$ cat src/rtl/byte_display_sequencer.sv
// Presents a captured 16-byte block one byte at a time, DWELL cycles per byte,
// with a registered BCD rendering of the byte on show.
module byte_display_sequencer #(
   parameter int unsigned DWELL = 8
) (
   input  logic         clk,
   input  logic         rst,
   input  logic         start,
   input  logic         abort,
   input  logic [127:0] block_in,
   output logic         busy,
   output logic [3:0]   byte_idx,
   output logic [7:0]   byte_val,
   output logic [11:0]  bcd_out,
   output logic         bcd_valid,
   output logic         done
);

   localparam int unsigned CW       = $clog2(DWELL);
   localparam int unsigned BLOCK_W  = 128;
   localparam int unsigned BYTE_W   = 8;
   localparam int unsigned IDX_W    = 4;
   localparam int unsigned BCD_W    = 12;

   typedef enum logic [1:0] {
      IDLE = 2'd0,
      SHOW = 2'd1,
      DONE = 2'd2
   } state_e;

   state_e               state_q, state_d;
   logic [CW-1:0]        cnt_q, cnt_d;
   logic [IDX_W-1:0]     idx_q, idx_d;
   logic [BYTE_W-1:0]    byte_q, byte_d;
   logic [BCD_W-1:0]     bcd_q, bcd_d;
   logic [BLOCK_W-1:0]   block_q, block_d;
   logic                 busy_q, busy_d;
   logic                 valid_q, valid_d;
   logic                 done_q, done_d;

   logic [BCD_W-1:0]     bcd_c;
   logic [IDX_W-1:0]     idx_inc_c;
   logic [6:0]           sel_c;
   logic                 last_dwell_c;

   // Double-dabble: shift the byte through three BCD digits, adding 3 to any digit >= 5.
   function automatic logic [BCD_W-1:0] bin2bcd(input logic [BYTE_W-1:0] bin);
      logic [19:0] sr;
      sr = {12'd0, bin};
      for (int i = 0; i < 8; i++) begin
         if (sr[11:8]  > 4'd4) sr[11:8]  = sr[11:8]  + 4'd3;
         if (sr[15:12] > 4'd4) sr[15:12] = sr[15:12] + 4'd3;
         if (sr[19:16] > 4'd4) sr[19:16] = sr[19:16] + 4'd3;
         sr = {sr[18:0], 1'b0};
      end
      return sr[19:8];
   endfunction

   always_comb begin
      bcd_c = bin2bcd(byte_q);
   end

   // Byte k sits at block[127-8k -: 8]; 15-k equals ~k in four bits.
   always_comb begin
      idx_inc_c    = idx_q + 4'd1;
      sel_c        = {~idx_inc_c, 3'b000};
      last_dwell_c = (cnt_q == CW'(DWELL - 1));
   end

   always_ff @(posedge clk or posedge rst) begin
      if (rst) begin
         state_q <= IDLE;
         cnt_q   <= '0;
         idx_q   <= '0;
         byte_q  <= '0;
         bcd_q   <= '0;
         block_q <= '0;
         busy_q  <= 1'b0;
         valid_q <= 1'b0;
         done_q  <= 1'b0;
      end else begin
         state_q <= state_d;
         cnt_q   <= cnt_d;
         idx_q   <= idx_d;
         byte_q  <= byte_d;
         bcd_q   <= bcd_d;
         block_q <= block_d;
         busy_q  <= busy_d;
         valid_q <= valid_d;
         done_q  <= done_d;
      end
   end

   always_comb begin
      state_d = state_q;
      cnt_d   = cnt_q;
      idx_d   = idx_q;
      byte_d  = byte_q;
      bcd_d   = bcd_q;
      block_d = block_q;
      done_d  = 1'b0;

      unique case (state_q)
         IDLE: begin
            if (start && !abort) begin
               state_d = SHOW;
               block_d = block_in;
               idx_d   = '0;
               cnt_d   = '0;
               byte_d  = block_in[127:120];
            end
         end
         SHOW: begin
            if (abort) begin
               state_d = IDLE;
            end else begin
               bcd_d = bcd_c;
               if (last_dwell_c) begin
                  cnt_d = '0;
                  if (idx_q == 4'd15) begin
                     state_d = DONE;
                     done_d  = 1'b1;
                  end else begin
                     idx_d  = idx_inc_c;
                     byte_d = block_q[sel_c +: 8];
                  end
               end else begin
                  cnt_d = cnt_q + CW'(1);
               end
            end
         end
         DONE: begin
            state_d = IDLE;
         end
         default: begin
            state_d = IDLE;
         end
      endcase

      // Status flags follow the next state so they line up with the registered data.
      busy_d  = (state_d == SHOW);
      valid_d = (state_d == SHOW) && (cnt_d != '0);
   end

   assign busy      = busy_q;
   assign byte_idx  = idx_q;
   assign byte_val  = byte_q;
   assign bcd_out   = bcd_q;
   assign bcd_valid = valid_q;
   assign done      = done_q;

endmodule

$ cat config.mk
export PLATFORM = sky130hd
export DESIGN_NAME = byte_display_sequencer
export DESIGN_NICKNAME = d
export VERILOG_FILES = /design/src/rtl/byte_display_sequencer.sv
export SDC_FILE = /design/constraint.sdc
export NUM_CORES = 1
export LEC_CHECK = 0
export ABC_AREA = 1
export BUFFER_PORTS_ARGS = -buffer_cell sky130_fd_sc_hd__buf_2
export CAP_MARGIN = 40
export CELL_PAD_IN_SITES_DETAIL_PLACEMENT = 0
export CELL_PAD_IN_SITES_GLOBAL_PLACEMENT = 1
export CORE_ASPECT_RATIO = 0.9
export CORE_MARGIN = 4
export CORE_UTILIZATION = 40
export DETAILED_ROUTE_END_ITERATION = 16
export GPL_TIMING_DRIVEN = 0
export PLACE_DENSITY_LB_ADDON = 0.1
export SYNTH_ARGS = -nofsm -noshare
export SYNTH_HDL_FRONTEND = slang
export SYNTH_SLANG_ARGS = --single-unit
$ cat constraint.sdc
create_clock -name clk -period 6.45 [get_ports clk]
set_clock_uncertainty 0.1 [all_clocks]
set_input_delay 0.3225 -clock clk [delete_from_list [all_inputs] [get_ports clk]]
set_output_delay 0.3225 -clock clk [all_outputs]
set_load 0.01 [all_outputs]
Yosys cells after proc, flatten, opt, wreduce, memory -nomap -nowiden
Index checks and enable logic that the tools add are counted.
W data, S select, Z words.
- latch bits: 0
- memories: 0
- memory bits (read-only): 0
- flip-flop bits (word level): 158
- bits in writable memories: 0
- input bits: 132
- output and inout bits: 27
- word-level logic and storage cells: 75
- eq/ne operators: 8
- $lt $le $gt $ge: 7
- $mul: 0
- reduce and logical (&&, ||, !) cells: 9
- $add $sub $neg: 9
- div/mod/pow operators: 0
- shift operators: 1
- multiplexer cells: 30
- bitwise logic cells: 2
- operator list (kind ; count):
    $shiftx A128 B8 Y8 ; 1
    $mux W4 ; 11
    $mux W8 ; 4
    $add A4 B2 Y4 const B ; 5
    $gt A4 B3 Y1 const B ; 5
    $pmux W8 S2 ; 1
    $mux W3 ; 3
    $add A3 B2 Y4 const B ; 2
    $mux W2 ; 4
    $ne A2 B2 Y1 const B ; 4
    $pmux W4 S2 ; 1
    $gt A3 B3 Y1 const B ; 2
    $pmux W3 S2 ; 1
    $reduce_and A5 Y1 ; 1
    $add A4 B1 Y4 const B ; 1
    $eq A2 B1 Y1 const B ; 2
    $eq A4 B4 Y1 const B ; 1
    $mux W1 ; 4
    $not A4 Y4 ; 1
    $pmux W2 S2 ; 1
    $reduce_and A2 Y1 ; 2
    $add A3 B1 Y3 const B ; 1
    $eq A3 B3 Y1 const B ; 1
    $reduce_bool A3 Y1 ; 1
    5 further kinds ; 6

Depth between registers and ports, before layout
- depth in word-level cells: 10
- gate-level depth with buffers: 29
- gate-level depth less buffers: 29

Worst setup path before layout
Ideal clock, no wire load.
- path kind: reg-to-reg
- start: register byte_q[5] (netlist: byte_val[5])
- end: register bcd_q[1] (netlist: bcd_out[1])
- arrival: 2949 ps
- period minus slack after synthesis: 3166 ps
- slack: 3284 ps
- library setup time: 117 ps
- stages on the path, launching flop included: 29
- required time: 6233 ps
- path buffers: 0
- cell sequence: dfrtp_1 inv_1 ha_1 inv_1 ha_1 inv_2 nand2_1 nand2_2 o21ai_2 nand2_2 nand2_4 nand2_4 nand2_4 nand2_1 nand2_1 inv_2 ha_1 inv_1 nand3_2 nand2_2 nand2_1 and2_4 ha_1 inv_1 nand3_2 nand2_1 nand2_1 nand3_1 nand2_1
- cells in the longest elaborated chain, start to end: 10
- elaborated cells between the ends (all ways): 14
- those cells by class: add/sub (4); order compare (5); mux (5)
- RTL lines (what ; line ; text):
    start, declared ; 34 ; logic [BYTE_W-1:0] byte_q, byte_d;
    start signal, assigned ; 85 ; byte_q <= byte_d;
    $add A3 B2 Y4 or $gt A3 B3 Y1 (tied branches) ; 51 ; if (sr[11:8] > 4'd4) sr[11:8] = sr[11:8] + 4'd3;
    $mux W4 (*) ; 51 ;
    $add A4 B2 Y4 or $gt A4 B3 Y1 (tied branches) ; 51 ;
    $mux W4 (*) ; 51 ;
    $add A4 B2 Y4 or $gt A4 B3 Y1 (tied branches) ; 51 ;
    $mux W4 (*) ; 51 ;
    $gt A4 B3 Y1 or $add A4 B2 Y4 (tied branches) ; 51 ;
    $mux W4 (*) ; 51 ;
    $gt A4 B3 Y1 (*) ; 51 ;
    $mux W4 (*) ; 51 ;
    end signal, assigned ; 76 ; bcd_q <= '0;
    end signal, assigned ; 86 ; bcd_q <= bcd_d;
    end, declared ; 35 ; logic [BCD_W-1:0] bcd_q, bcd_d;
Mark *: on every way between the ends. The rest lies on a longest branch, timed or not.
A chain may end at the register's enable or synchronous reset.

Final worst setup path
Same ends and word-level chain as after synthesis.

==> metrics <==
fmax 0.2870 GHz; total clock sinks 158; Worst Hold Class input pin to flip-flop; Combinational Power Share 0.426; wire per inst roughly 16 um; hold buffer count at cts between 50 and 60; critical path startpoint category flip-flop; largest cells by area after synthesis dfrtp_1 (51%), nand2_1 (17%), o21ai_0 (6.9%); Seq cells post-synth around 160; Internal 2.379 mW; DR iter-0 viols 499; most frequent cell after synthesis nand2_1; worst-margin pin slew approximately 830 ps; RSZ-0062 raised after global routing no; R2R setup slack ~3000 ps; Pins Over Slew Limit 0; post-synthesis cell count approximately 1000; area leader, netlist dfrtp_1; HP Start block_in[85]; Reg-to-Reg End bcd_out[1]$_DFFE_PP0P_; CTS Buffer Depth 2; dpl cell area roughly 8900 um^2; vias in the first global route between 7000 and 8000; post-DP HPWL about 18000 um; Sw Pwr 1.616 mW; Synth Flop Type dfrtp_1; Port Buffers between 150 and 200; Tcrit/Tclk final 0.5402; Final Power approximately 4.0 mW; GR Overflow Total 0; # rows 48; Layout area overhead 28.52%; CTS buffer count 17; most used cell, CP nand2_1; CP required 6670 ps; post-CTS sizing 0; syn_area_per_cell between 7 and 8 um^2; first-pass GRT wire length between 30000 and 40000 um; initial core utilization 0.4079; DRC violation count after routing 0; Final Hold Vio Count 0; Synth Cell Area between 7000 and 8000 um^2; DIE WIDTH 155.3 um; sequential share of the synthesized area 0.5060; CTS tree done; clock power share 0.247; initial antenna violation count 0; Clock transition at path regs around 70 ps; CP Class flip-flop to flip-flop; R2R depth 29; cell family with most CP delay simple AND/OR/NAND/NOR gates; worst path buffer plus inverter count 7; Seq pwr share 0.327; CP max-delay cell dfrtp_1; pin count of the biggest net entering global routing roughly 90; Core Area around 19000 um^2; worst skew pair latency 430 ps; sum of routed wire length over all layers ~24000 um; Max Fanout on Critical Path 5; share of cells above drive strength 1 0.1872; final worst path period need 3484 ps; area fraction of the dominant cell type after synthesis 0.5060; die height 140.6 um; I/O pin cnt 159; Crit. End Element flip-flop; Power Density just under 400 nW/um^2; Post-CTS Setup Bufs 0; top post-synthesis cells by count nand2_1 (355), dfrtp_1 (158), o21ai_0 (108), inv_1 (86), nand3_1 (74); CTS root buffer clkbuf_16; Antenna Nets Post-Route 0; CP peak stage delay 410 ps; Syn. warnings 0; hold endpoint block_q[85]$_DFFE_PP0P_; async set or reset register ratio after synthesis 1.000; gr usage total 0.2269; Slew Limit Headroom 0.4444; ANT cells 0; CP Data Arrival Time around 3700 ps; Leak between 5 and 6 nW; Hold Path Stages 3; outcome finished clean; Hold Slack roughly 6.6 ps; gpl congestion approximately 0.84; r2r startpoint byte_val[5]$_DFFE_PP0P_; Layout Nets roughly 1400; fin area between 10000 and 15000 um^2; Yosys cell types 34; Die Area 21840 um^2; htree depth 4; overall via count from detail_route 7248; Final Setup Violations 0; Post-synth EDFFs 0; 1st-pass router iterations 6; Worst VDD drop about 0.22 mV; via/cell ratio around 4.9; Max-cap violations 0; Sw Ratio 0.4046
[metal layers]
layer  GRT usage  part of all wire  wire, um  up-vias
met5           0                 0         0        -
met4     0.06817             0.022       529        0
met3     0.04727             0.062      1517       30
met2      0.3328              0.43     10550      229
met1      0.3388              0.48     11710     3322
li1            -                 -         -     3667
[flip-flops by register name (all words and copies together), names as in the netlist]
name       flops
cnt_q          3
busy           1
bcd_valid      1
done           1
state_q        2
bcd_out       10
block_q      128
byte_idx       4
byte_val       8
[kinds of logic (layout without fill, tap and decap cells)]
group                    count (synthesis)  in the layout  share of synthesized area
AND/OR/NAND/NOR                        471            471                     0.2524
AO/OA/AOI/OAI                          198            198                     0.1435
buffers and inverters                  156            397                    0.07734
XOR/XNOR                                 3              3                   0.004324
other                                    1              2                  0.0004799
adder cells (fa/ha/maj)                 10             10                    0.01601
flip-flops                             158            158                     0.5060
[through the flow]
step           worst slack (ps)  TNS [ps]  std cells  utilization
6_report                   2966         0       1489       0.5242
5_1_grt                    2599         0       1489       0.5242
4_1_cts                    2942         0       1489       0.5242
3_5_place_dp               2956         0       1405       0.4670
3_3_place_gp             -162.1    -22680       1404       0.4651
2_1_floorplan              1764         0        998            -
[power groups by stage]
stage               Clock (mW)  Combinational (mW)  Sequential [mW]
floorplan                    0                1.20             1.32
global placement             0                1.66             1.32
detailed placement           0                1.68             1.32
CTS                      0.999                1.72             1.31
global route              1.04                1.95             1.33
finish                   0.988                1.70             1.31
[cells in the final DEF, fill, tap and decap left out, types with 2 or more instances in the layout]
master,count
nand2_1,355
buf_2,158
dfrtp_1,158
o21ai_0,108
inv_1,85
nand3_1,74
dlygate4sd3_1,53
clkbuf_1,50
o211ai_1,40
a21oi_1,35
clkbuf_16,17
nor2_1,13
inv_2,12
nand2_2,11
ha_1,10
o21ai_1,8
nand3_2,5
nor3_1,5
clkinv_2,5
buf_4,4
buf_1,3
nand2_4,3
clkinv_4,3
and2_4,2
o21ai_2,2
xor2_1,2
conb_1,2
bufinv_16,2
[worst min-delay path: stages]
cell and delay, ps:
buf_2 80, nand2_1 50, nand2_1 50
[cell type report]
class,count,area (um^2)
flip-flops and latches,158,3954
inverters,100,384.1
plain buffers,56,227.7
well taps,250,312.8
clock inverters,10,115.1
multi-input cells,684,3259
fillers,1900,9116
repair buffers,210,1339
clock buffers,21,450.4
[worst max-delay path by stage]
stage	start	endpoint	depth (start not counted)
floorplan	rst	bcd_out[0]$_DFFE_PP0P_	1
global placement	rst	block_q[28]$_DFFE_PP0P_	2
detailed placement	byte_val[5]$_DFFE_PP0P_	bcd_out[1]$_DFFE_PP0P_	29
CTS	byte_val[5]$_DFFE_PP0P_	bcd_out[1]$_DFFE_PP0P_	29
global route	byte_val[6]$_DFFE_PP0P_	bcd_out[2]$_DFFE_PP0P_	29
finish	byte_val[5]$_DFFE_PP0P_	bcd_out[1]$_DFFE_PP0P_	29
Note: power is estimated with default switching activity, not from simulation.
